===== src/rtl/midi_event_tx_pkg.sv =====
// MIDI transmit shared definitions: event codes, status nibbles,
// default clocking and the byte builders used by midi_event_tx.
package midi_event_tx_pkg;

  localparam int DEF_CLK_FREQ = 16000000;
  localparam int DEF_BAUD     = 31250;

  // Index of the stop bit within a 10-bit 8N1 frame.
  localparam logic [3:0] STOP_BIT_IDX = 4'd9;

  typedef enum logic [1:0] {
    EV_NOTE_OFF = 2'd0,
    EV_NOTE_ON  = 2'd1,
    EV_CC       = 2'd2,
    EV_PROG     = 2'd3
  } ev_type_e;

  localparam logic [3:0] ST_NOTE_OFF = 4'h8;
  localparam logic [3:0] ST_NOTE_ON  = 4'h9;
  localparam logic [3:0] ST_CC       = 4'hB;
  localparam logic [3:0] ST_PROG     = 4'hC;

  typedef enum logic [1:0] {
    S_IDLE,
    S_STATUS,
    S_D1,
    S_D2
  } tx_state_e;

  function automatic logic [7:0] status_byte(
    input logic [1:0] t,
    input logic [3:0] ch
  );
    logic [3:0] hi;
    hi = ST_NOTE_OFF;
    unique case (t)
      EV_NOTE_OFF: hi = ST_NOTE_OFF;
      EV_NOTE_ON:  hi = ST_NOTE_ON;
      EV_CC:       hi = ST_CC;
      EV_PROG:     hi = ST_PROG;
      default:     hi = ST_NOTE_OFF;
    endcase
    return {hi, ch};
  endfunction

  function automatic logic [7:0] data_byte(
    input logic [6:0] d
  );
    return {1'b0, d};
  endfunction

endpackage


===== src/rtl/midi_event_tx_uart_tx_byte.sv =====
// 8N1 UART byte transmitter used by midi_event_tx.
// Ports: clk, rst (async high), start, data[7:0] in; tx, done, idle out.
//   done is high during the final clock of the stop bit; a start
//   in that same clock chains the next frame with no gap.
module uart_tx_byte
  import midi_event_tx_pkg::*;
#(
  parameter int CLKS_PER_BIT = 512
) (
  input  logic       clk,
  input  logic       rst,
  input  logic       start,
  input  logic [7:0] data,
  output logic       tx,
  output logic       done,
  output logic       idle
);

  localparam int CW =
    (CLKS_PER_BIT > 1) ? $clog2(CLKS_PER_BIT) : 1;
  localparam logic [CW-1:0] LAST_CLK = CW'(CLKS_PER_BIT - 1);

  logic          active;
  logic [CW-1:0] clk_cnt;
  logic [3:0]    bit_cnt;
  logic [8:0]    shift;
  logic          bit_end;
  logic          load;

  assign bit_end = active && (clk_cnt == LAST_CLK);
  assign done    = bit_end && (bit_cnt == STOP_BIT_IDX);
  assign idle    = !active;
  assign load    = start && (!active || done);

  // shift holds the bits still to go out after the current one;
  // a 1 is fed in at the top so the stop bit falls out last.
  always_ff @(posedge clk or posedge rst) begin
    if (rst) begin
      active  <= 1'b0;
      clk_cnt <= '0;
      bit_cnt <= '0;
      shift   <= '1;
      tx      <= 1'b1;
    end else if (load) begin
      active  <= 1'b1;
      clk_cnt <= '0;
      bit_cnt <= '0;
      shift   <= {1'b1, data};
      tx      <= 1'b0;
    end else if (done) begin
      active  <= 1'b0;
      clk_cnt <= '0;
      bit_cnt <= '0;
      tx      <= 1'b1;
    end else if (bit_end) begin
      clk_cnt <= '0;
      bit_cnt <= bit_cnt + 4'd1;
      shift   <= {1'b1, shift[8:1]};
      tx      <= shift[0];
    end else if (active) begin
      clk_cnt <= clk_cnt + {{(CW-1){1'b0}}, 1'b1};
    end
  end

endmodule


===== src/rtl/midi_event_tx.sv =====
// MIDI channel-voice event serialiser: one event per valid/ready
// handshake, sent as status + data bytes on a 31250-baud 8N1 line.
// Ports: clk, rst (async high), ev_valid/ev_ready handshake,
//   ev_type[1:0], ev_channel[3:0], ev_data1[6:0], ev_data2[6:0] in;
//   serial_tx (idles high), busy out.
// Option: define MIDI_TX_RUNNING_STATUS_EN to omit a status byte
//   equal to the previously transmitted one.
module midi_event_tx
  import midi_event_tx_pkg::*;
#(
  parameter int CLK_FREQ = DEF_CLK_FREQ,
  parameter int BAUD     = DEF_BAUD
) (
  input  logic       clk,
  input  logic       rst,
  input  logic       ev_valid,
  output logic       ev_ready,
  input  logic [1:0] ev_type,
  input  logic [3:0] ev_channel,
  input  logic [6:0] ev_data1,
  input  logic [6:0] ev_data2,
  output logic       serial_tx,
  output logic       busy
);

  localparam int CLKS_PER_BIT = CLK_FREQ / BAUD;

  tx_state_e  state;
  tx_state_e  state_nxt;
  logic [6:0] d1_q;
  logic [6:0] d2_q;
  logic       is_prog_q;
  logic       accept;
  logic       skip;
  logic [7:0] status_now;
  logic       u_start;
  logic [7:0] u_data;
  logic       u_done;
  logic       u_idle;

  assign status_now = status_byte(ev_type, ev_channel);
  assign ev_ready   = (state == S_IDLE) && u_idle;
  assign accept     = ev_valid && ev_ready;
  assign busy       = (state != S_IDLE);

`ifdef MIDI_TX_RUNNING_STATUS_EN
  logic [7:0] last_status;

  // 0x00 is never a status byte, so a cleared register never matches.
  assign skip = (status_now == last_status);

  always_ff @(posedge clk or posedge rst) begin
    if (rst)
      last_status <= 8'h00;
    else if (accept && !skip)
      last_status <= status_now;
  end
`else
  assign skip = 1'b0;
`endif

  always_ff @(posedge clk or posedge rst) begin
    if (rst)
      state <= S_IDLE;
    else
      state <= state_nxt;
  end

  always_ff @(posedge clk or posedge rst) begin
    if (rst) begin
      d1_q      <= '0;
      d2_q      <= '0;
      is_prog_q <= 1'b0;
    end else if (accept) begin
      d1_q      <= ev_data1;
      d2_q      <= ev_data2;
      is_prog_q <= (ev_type == EV_PROG);
    end
  end

  always_comb begin
    state_nxt = state;
    unique case (state)
      S_IDLE:
        if (accept)
          state_nxt = skip ? S_D1 : S_STATUS;
      S_STATUS:
        if (u_done)
          state_nxt = S_D1;
      S_D1:
        if (u_done)
          state_nxt = is_prog_q ? S_IDLE : S_D2;
      S_D2:
        if (u_done)
          state_nxt = S_IDLE;
      default:
        state_nxt = S_IDLE;
    endcase
  end

  // The first byte is loaded on the acceptance edge and each later
  // byte on the done clock of its predecessor, so frames abut.
  always_comb begin
    u_start = 1'b0;
    u_data  = 8'h00;
    unique case (state)
      S_IDLE: begin
        u_start = accept;
        u_data  = skip ? data_byte(ev_data1) : status_now;
      end
      S_STATUS: begin
        u_start = u_done;
        u_data  = data_byte(d1_q);
      end
      S_D1: begin
        u_start = u_done && !is_prog_q;
        u_data  = data_byte(d2_q);
      end
      default: begin
        u_start = 1'b0;
        u_data  = 8'h00;
      end
    endcase
  end

  uart_tx_byte #(
    .CLKS_PER_BIT(CLKS_PER_BIT)
  ) u_uart (
    .clk  (clk),
    .rst  (rst),
    .start(u_start),
    .data (u_data),
    .tx   (serial_tx),
    .done (u_done),
    .idle (u_idle)
  );

endmodule


===== config.mk =====
export PLATFORM = sky130hd
export DESIGN_NAME = midi_event_tx
export DESIGN_NICKNAME = d
export VERILOG_FILES = /design/src/rtl/midi_event_tx_pkg.sv /design/src/rtl/midi_event_tx_uart_tx_byte.sv /design/src/rtl/midi_event_tx.sv
export SDC_FILE = /design/constraint.sdc
export NUM_CORES = 1
export LEC_CHECK = 0
export ABC_CLOCK_PERIOD_IN_PS = 3300
export CORE_MARGIN = 4
export CORE_UTILIZATION = 40
export CTS_CLUSTER_DIAMETER = 30
export CTS_CLUSTER_SIZE = 30
export DETAILED_ROUTE_END_ITERATION = 8
export GPL_ROUTABILITY_DRIVEN = 1
export PLACE_DENSITY_LB_ADDON = 0.08
export SYNTH_ARGS = -nofsm -noshare
export SYNTH_HDL_FRONTEND = slang
export SYNTH_SLANG_ARGS = --single-unit

===== constraint.sdc =====
create_clock -name clk -period 3.3 [get_ports clk]
set_clock_uncertainty 0.1 [all_clocks]
set_input_delay 0.66 -clock clk [delete_from_list [all_inputs] [get_ports clk]]
set_output_delay 0.66 -clock clk [all_outputs]
set_load 0.02 [all_outputs]

==> results of run 1 <==
critical path: stages, from the launching register on:
cell             delay, ps
dfrtp_1                600
nor2_1                 280
inv_1                   90
nor2_1                  90
clkdlybuf4s50_1        610
area by class of cell:
type,instances,area (um2),share of cell area (%)
Clock buffer,8,90.1,3.63
Inverter,5,18.8,0.755
Multi-Input combinational cell,163,992,39.9
Sequential cell,40,1010,40.7
Tap cell,67,83.8,3.37
Timing Repair Buffer,30,288,11.6
per-stage QoR:
stage          total power [mW]  instance area [um2]
2_1_floorplan             0.694                 2050
3_3_place_gp              0.749                 2390
3_5_place_dp              0.751                 2390
4_1_cts                    1.09                 2480
5_1_grt                    1.14                 2480
6_report                   1.08                 2480
power groups by stage:
| stage | Combinational [mW] | Clock (mW) | Sequential (mW) |
|---|---|---|---|
| detailed placement | 0.137 | 0 | 0.614 |
| global placement | 0.135 | 0 | 0.614 |
| finish | 0.134 | 0.335 | 0.606 |
| global route | 0.157 | 0.367 | 0.615 |
| CTS | 0.137 | 0.347 | 0.606 |
| floorplan | 0.0918 | 0 | 0.602 |
routing by layer:
layer  wire length [um]  vias up  track usage (%)  share of wire [%]
met4                 63        0             4.64                1.5
met3                143       10             3.72                3.5
met5                  0        -                0                  0
li1                   -      795                -                  -
met1               2080      741             19.8                 50
met2               1840       30             22.2                 45
worst max path at each step:
stage                 startpoint           endpoint  slack (ps)
5_1_grt                 state[1]           ev_ready         400
4_1_cts                 state[1]           ev_ready         530
6_report                state[1]           ev_ready         570
2_1_floorplan  u_uart.clk_cnt[2]          u_uart.tx        1220
3_5_place_dp            ev_valid  u_uart.clk_cnt[7]         820
3_3_place_gp          ev_type[0]    u_uart.shift[4]         880
kinds of logic (layout without fill, tap and decap cells):
| group | count (synthesis) | in the layout | synth area share (%) |
|---|---|---|---|
| xor gates and xnor gates | 6 | 6 | 2.57 |
| DFF | 40 | 40 | 49.4 |
| AOI/OAI and AO/OA | 32 | 32 | 10.8 |
| buffers and inverters | 13 | 43 | 2.57 |
| muxes | 16 | 16 | 7.88 |
| and+or+nand+nor | 102 | 102 | 22.5 |
| adders and majority gates | 7 | 7 | 4.28 |
cells in the mapped netlist (all sizes together), types with 2 or more instances:
cell type,instances
o211ai,3
o21ai,4
o22ai,3
and2,4
nand2,60
inv,5
nand3,2
clkbuf,5
nand3b,3
a21oi,11
and4,2
nor2,17
ha,7
mux2i,15
nand2b,3
nor3,3
dfstp,9
nor2b,2
buf,3
xor2,6
dfrtp,31
a221o,3
flip-flops by register name (all words and copies together) (netlist names):
register,cells
d1_q,7
d2_q,7
is_prog_q,1
state,2
u_uart.active,1
u_uart.bit_cnt,4
u_uart.clk_cnt,9
u_uart.shift,8
u_uart.tx,1
==> reports/metrics.yaml, run 1 <==
status: "complete, no violations"
wl_um: 4130
grt_pass1_vias: 1532
antenna_left: 0
timing.hold.ws_ps: 375
drc: 0
synthTopCellsByArea: "dfrtp_1, dfstp_2, nand2_1"
setup_viol: 0
hp-start: "d2_q[6]"
start_util_pct: 42.2
dp_cells: 305
clkSinkCount: 40
rr_startpoint: "u_uart.clk_cnt[2]"
ys_seq_elements: 40
cts_resized: 0
grt_start_max_net_pins: 41
cts_root_buf: "clkbuf_8"
ys_seq_area_share_pct: 49.4
worstPathRequired_ps: 2540
setup.worst_path.class: "reg -> out"
io_pins: 26
final_cell_mix: "nand2_1, dfrtp_1, clkdlybuf4s50_1, nor2_1, mux2i_1"
fillCellCount: 481
cts_made_buffers: 5
vias: 1576
power_leakage_nw: 1.16
area_growth_pct: 21.3
reg2reg_depth: 7
synth_top_cell_area_share_pct: 37.9
die_x_um: 79.6
pwr-share-clk_pct: 31.1
cts_setup_buffers: 0
whs_endpoint: "d2_q[6]"
grt_pass1_wl_um: 7190
p_per_area_nw_per_um2: 433
tightestPinTransition_ps: 629
core_um2: 4850
fin_ws_ps: 574
via_per_inst: 5.04
p_sw_share_pct: 24.9
first_iter_violations: 57
r2r-end: "u_uart.tx"
combPwrFrac_pct: 12.5
ys_warn_count: 0
clock_path_buffers: 2
synth_top_area_cell: "dfrtp_1"
fin_tns_setup_ps: 0
synthesis.area_um2: 2050
place_ws_ps: 823
dp_hpwl_um: 2930
cap_viol_max_count: 0
hold_class: "reg -> reg"
layout_commonest_cell: "nand2_1"
critPathMaxFanout: 14
syn-num-nets: 246
gp_congestion: 0.757
whs_path_depth: 2
nets: 275
synth-main-ff-cell: "dfrtp_1"
drtPass1Iterations: 4
wire_per_inst_um: 13.2
synth-edff-count: 0
slew_viol_final: 0
start_kind: "flip-flop"
grt_overflow: 0
reg2reg_slack_ps: 860
crit_arrival_ps: 1970
die_h_um: 79.6
die_area_um2: 6330
power_switching_mw: 0.268
std_cell_rows: 25
drive_gt1_share_pct: 10.2
syn_inst: 216
final_core_util_pct: 51.3
async_reset_ff_share_pct: 100
relSlewSlack_pct: 57.9
finalHoldViolations: 0
diodes: 0
vdd_drop_max_v: 0.000229
p_seq_share_pct: 56.4
cp-end-kind: "primary output"
antenna_found_initial: 0
fmax_mhz: 367
cts_tree: "built"
port_buffers: 25
h-tree-depth: 2
synth_area_per_cell_um2: 9.48
ys_types: 38
clk_latency_ps: 290
cts_hold_buffers: 0
clk_pin_slew_worst_paths_ps: 80
track_usage_pct: 14.5
rsz0062_at_grt: "false"
timing.final.crit_period_ps: 2730
fin_cells: 313
internal_power_mw: 0.808
timing.final.crit_share_pct: 82.6
(Power assumes the default switching activity.)
==> run 2, diff against run 1 <==
ABC_CLOCK_PERIOD_IN_PS = 2200   (was 3300)
clock period = 2.2 ns   (was 3.3 ns; I/O delays follow)
==> reports/metrics.yaml, run 2 (same netlist as run 1, synthesis figures left out) <==
dp_hpwl_um: 3240
antenna_found_initial: 0
r2r-end: "u_uart.shift[6]"
power_switching_mw: 0.442
drtPass1Iterations: 4
clk_latency_ps: 300
drive_gt1_share_pct: 15.4
hp-start: "d2_q[3]"
internal_power_mw: 1.38
fin_tns_setup_ps: 0
cts_made_buffers: 5
vdd_drop_max_v: 0.000299
reg2reg_slack_ps: 150
grt_pass1_wl_um: 7600
diodes: 0
wl_um: 4390
setup.worst_path.class: "reg -> out"
die_h_um: 79.6
reg_top3: "u_uart.clk_cnt x9, u_uart.shift x8"
whs_endpoint: "d2_q[3]"
start_util_pct: 42.2
slowest_delay_ps: 540
fmax_mhz: 478
clock_path_buffers: 2
cp_cell_sequence: "nor2_1 -> inv_1 -> clkdlybuf4s50_1"
status: "complete, no violations"
rr_startpoint: "u_uart.clk_cnt[0]"
final_cell_mix: "nand2_1, dfrtp_1, clkdlybuf4s50_1, nor2_1, buf_4"
timing.final.crit_period_ps: 2090
largest_reg_flops: 9
via_per_inst: 4.91
wire_per_inst_um: 13.5
final_core_util_pct: 54.2
antenna_left: 0
tightestPinTransition_ps: 512
clk_pin_slew_worst_paths_ps: 90
p_seq_share_pct: 48.8
critPathMaxFanout: 4
cts_tree: "built"
slowest_stage: "clkdlybuf4s50_1"
critPathBufInv: 2
slew_viol_final: 0
worstPathRequired_ps: 1660
grt_pass1_vias: 1639
hold_class: "reg -> reg"
combPwrFrac_pct: 14.2
std_cell_rows: 25
crit_arrival_ps: 1550
largest-register: "u_uart.clk_cnt"
setup_viol: 0
io_pins: 26
cts_setup_buffers: 0
grt_overflow: 0
critical-path-top-delay-family: "buffers and inverters"
power_leakage_nw: 1.25
finalHoldViolations: 0
start_kind: "flip-flop"
timing.final.crit_share_pct: 95.2
p_sw_share_pct: 24.2
core_um2: 4850
die_x_um: 79.6
cts_root_buf: "clkbuf_8"
track_usage_pct: 15.4
nets: 288
cap_viol_max_count: 0
vias: 1601
clkSinkCount: 40
whs_path_depth: 2
port_buffers: 25
die_area_um2: 6330
gp_congestion: 0.759
reg2reg_depth: 7
pwr-share-clk_pct: 37.0
cp-end-kind: "primary output"
drc: 0
rsz0062_at_grt: "false"
first_iter_violations: 56
layout_commonest_cell: "nand2_1"
relSlewSlack_pct: 65.8
area_growth_pct: 28.4
grt_start_max_net_pins: 41
p_per_area_nw_per_um2: 694
h-tree-depth: 2
-- run 2: changes by cell type in the layout (fill, tap and decap cells not counted), sizes merged --
| cell | before | now |
|---|---|---|
| buf | 5 | 18 |
| bufinv | 0 | 1 |
| clkbuf | 8 | 7 |
| clkdlybuf4s50 | 25 | 24 |
| dlygate4sd2 | 0 | 1 |
-- run 2: area by class of cell --
| cell class | count | area (um2) |
|---|---|---|
| Fill cell | 467 | 2220 |
| Sequential cell | 40 | 1010 |
| Multi-Input combinational cell | 163 | 992 |
| Timing Repair Buffer | 43 | 397 |
| Clock buffer | 7 | 96.3 |
| Tap cell | 67 | 83.8 |
| Clock inverter | 1 | 30.0 |
| Inverter | 5 | 18.8 |
-- run 2: what timing repair did --
item	CTS	global route
endpoints found under the setup margin	1	0
hold buffers	0	0
gates resized for setup	1	0
-- run 2: worst max-delay path by stage --
stage | startpoint | to | slack (ps) | cells after the start
finish | state[0] | busy | 110 | 3
floorplan | u_uart.clk_cnt[2] | u_uart.tx | 120 | 7
CTS | state[0] | busy | 90 | 3
global placement | ev_type[0] | u_uart.shift[4] | 100 | 7
global route | state[0] | busy | 6 | 3
detailed placement | ev_type[0] | u_uart.shift[4] | 50 | 7
-- run 2: worst register-to-register path, stage by stage (launching register included) --
cell and delay (ps):
dfrtp_1 390, ha_1 230, and4_1 220, ha_1 180, nand2_1 120, a211oi_2 290, nor3_1 130, a221o_1 310
-- run 2: per-layer routing --
| layer | GRT usage [%] | up-vias | routed length, um |
|---|---|---|---|
| li1 | - | 820 | - |
| met5 | 0 | - | 0 |
| met4 | 4.64 | 0 | 48 |
| met1 | 20.0 | 757 | 2090 |
| met2 | 25.0 | 19 | 2110 |
| met3 | 3.95 | 5 | 144 |
-- run 2: stage by stage --
stage               area [um2]  power, mW  hold slack, ps  cells  setup WS, ps
finish                    2630       1.83             380    326           106
global route              2630       1.92             415    326          6.09
CTS                       2630       1.84             384    326          92.2
detailed placement        2500       1.17             363    318          49.2
global placement          2500       1.16             359    318          97.3
floorplan                 2050       1.04             340    216           121
-- run 2: power by group through the flow --
stage	clock, mW	sequential [mW]	combinational, mW
3_3_place_gp	0	0.904	0.253
5_1_grt	0.715	0.906	0.295
2_1_floorplan	0	0.903	0.138
3_5_place_dp	0	0.906	0.261
6_report	0.676	0.892	0.259
4_1_cts	0.687	0.893	0.263
==> run 3, diff against run 2 <==
SETUP_SLACK_MARGIN = 0.4   (was default)
==> reports/metrics.yaml, run 3 (same netlist as run 1, synthesis figures left out) <==
die_area_um2: 6330
slew_viol_final: 0
antenna_left: 0
tightestPinTransition_ps: 523
cts_tree: "built"
pwr-share-clk_pct: 29.7
largest_reg_flops: 9
nets: 293
fin_tns_setup_ps: 0
port_buffers: 25
track_usage_pct: 16.0
start_kind: "flip-flop"
grt_start_max_net_pins: 41
reg2reg_depth: 8
layout_commonest_cell: "nand2_1"
grt_pass1_vias: 1672
gp_congestion: 0.766
slowest_stage: "dfrtp_1"
dp_hpwl_um: 3090
cap_viol_max_count: 0
antenna_found_initial: 0
drtPass1Iterations: 4
timing.final.crit_period_ps: 1910
die_h_um: 79.6
clk_latency_ps: 290
fmax_mhz: 523
grt_overflow: 0
crit_start: "u_uart.clk_cnt[3]"
relSlewSlack_pct: 65.1
vdd_drop_max_v: 0.000314
first_iter_violations: 87
area_growth_pct: 32.9
p_seq_share_pct: 53.1
timing.final.crit_share_pct: 86.9
fin_cells: 331
cp-end-kind: "flip-flop"
power_switching_mw: 0.428
core_um2: 4850
diodes: 0
reg_top3: "u_uart.clk_cnt x9, u_uart.shift x8"
clock_path_buffers: 2
clkSinkCount: 40
reg2reg_slack_ps: 290
hold_class: "reg -> reg"
slowest_delay_ps: 390
cp_cell_sequence: "and4_1 -> and4_4 -> ha_4 -> nand2_4 -> a211oi_4 -> buf_4 -> nor2_4 -> and2_1"
start_util_pct: 42.2
r2r-end: "u_uart.bit_cnt[0]"
dp_cells: 313
power_leakage_nw: 1.26
wl_um: 4450
wire_per_inst_um: 13.5
p_sw_share_pct: 25.3
worstPathRequired_ps: 2280
internal_power_mw: 1.27
p_per_area_nw_per_um2: 623
rr_startpoint: "u_uart.clk_cnt[3]"
combPwrFrac_pct: 17.2
std_cell_rows: 25
final_cell_mix: "nand2_1, dfrtp_1, buf_4, clkdlybuf4s50_1, mux2i_1"
drive_gt1_share_pct: 23.9
cts_root_buf: "clkbuf_8"
setup.worst_path.class: "reg -> reg"
critPathMaxFanout: 7
cts_made_buffers: 5
rsz0062_at_grt: "true"
grt_pass1_wl_um: 7880
largest-register: "u_uart.clk_cnt"
die_x_um: 79.6
setup.worst_path.end: "u_uart.bit_cnt[0]"
status: "complete, no violations"
crit_arrival_ps: 1990
via_per_inst: 5.01
clk_pin_slew_worst_paths_ps: 80
setup_viol: 0
vias: 1658
io_pins: 26
h-tree-depth: 2
finalHoldViolations: 0
drc: 0
==> run 3: repair_timing <==
action,in CTS,in global routing
pin swaps,5,7
setup buffers,5,5
gates resized for setup,12,14
hold buffers,0,0
endpoints found under the setup margin,19,19
==> run 3: per-layer routing <==
| layer | wire length [um] | vias up | global-route usage [%] |
|---|---|---|---|
| met3 | 156 | 6 | 4.18 |
| met5 | 0 | - | 0 |
| met4 | 71 | 0 | 5.67 |
| li1 | - | 827 | - |
| met2 | 2120 | 27 | 25.0 |
| met1 | 2110 | 798 | 21.4 |
==> run 3: power by group through the flow <==
stage,registers [mW],logic (mW),clock network [mW]
2_1_floorplan,0.906,0.139,0
3_3_place_gp,0.921,0.215,0
5_1_grt,0.912,0.329,0.560
3_5_place_dp,0.922,0.220,0
6_report,0.900,0.291,0.503
4_1_cts,0.902,0.245,0.522
==> run 3: worst min path at each step <==
stage,start,endpoint,slack (ps),cells after the start
finish,d2_q[3],d2_q[3],380,2
CTS,d2_q[3],d2_q[3],380,2
floorplan,d2_q[6],d2_q[6],340,2
global placement,d1_q[2],d1_q[2],360,2
detailed placement,d2_q[3],d2_q[3],360,2
global route,d2_q[2],d2_q[2],400,2
==> run 3: final cells by class <==
type / count / area, um2
clock buffers: 8 / 90.1
fillers: 481 / 2130
inverters: 5 / 18.8
multi-input cells: 163 / 1090
flip-flops and latches: 40 / 1020
well taps: 67 / 83.8
repair buffers: 48 / 427
==> run 3: metrics by stage <==
stage / power [mW] / area (um2) / setup slack [ps] / utilization (%) / hold slack (ps)
finish: 1.69 / 2720 / 289 / 56.1 / 377
global route: 1.80 / 2720 / 193 / 56.1 / 401
CTS: 1.67 / 2650 / 268 / 54.7 / 383
detailed placement: 1.14 / 2510 / 64.9 / 51.8 / 364
global placement: 1.14 / 2510 / 92.8 / 51.8 / 360
floorplan: 1.04 / 2090 / 356 / - / 340
==> run 3: worst max-delay path, delay by kind of cell (launching register included) <==
family / cells / cell delay, ps
DFF: 1 / 390
adders and majority gates: 1 / 160
buffers and inverters: 1 / 170
AOI/OAI and AO/OA: 1 / 230
and+or+nand+nor: 5 / 760
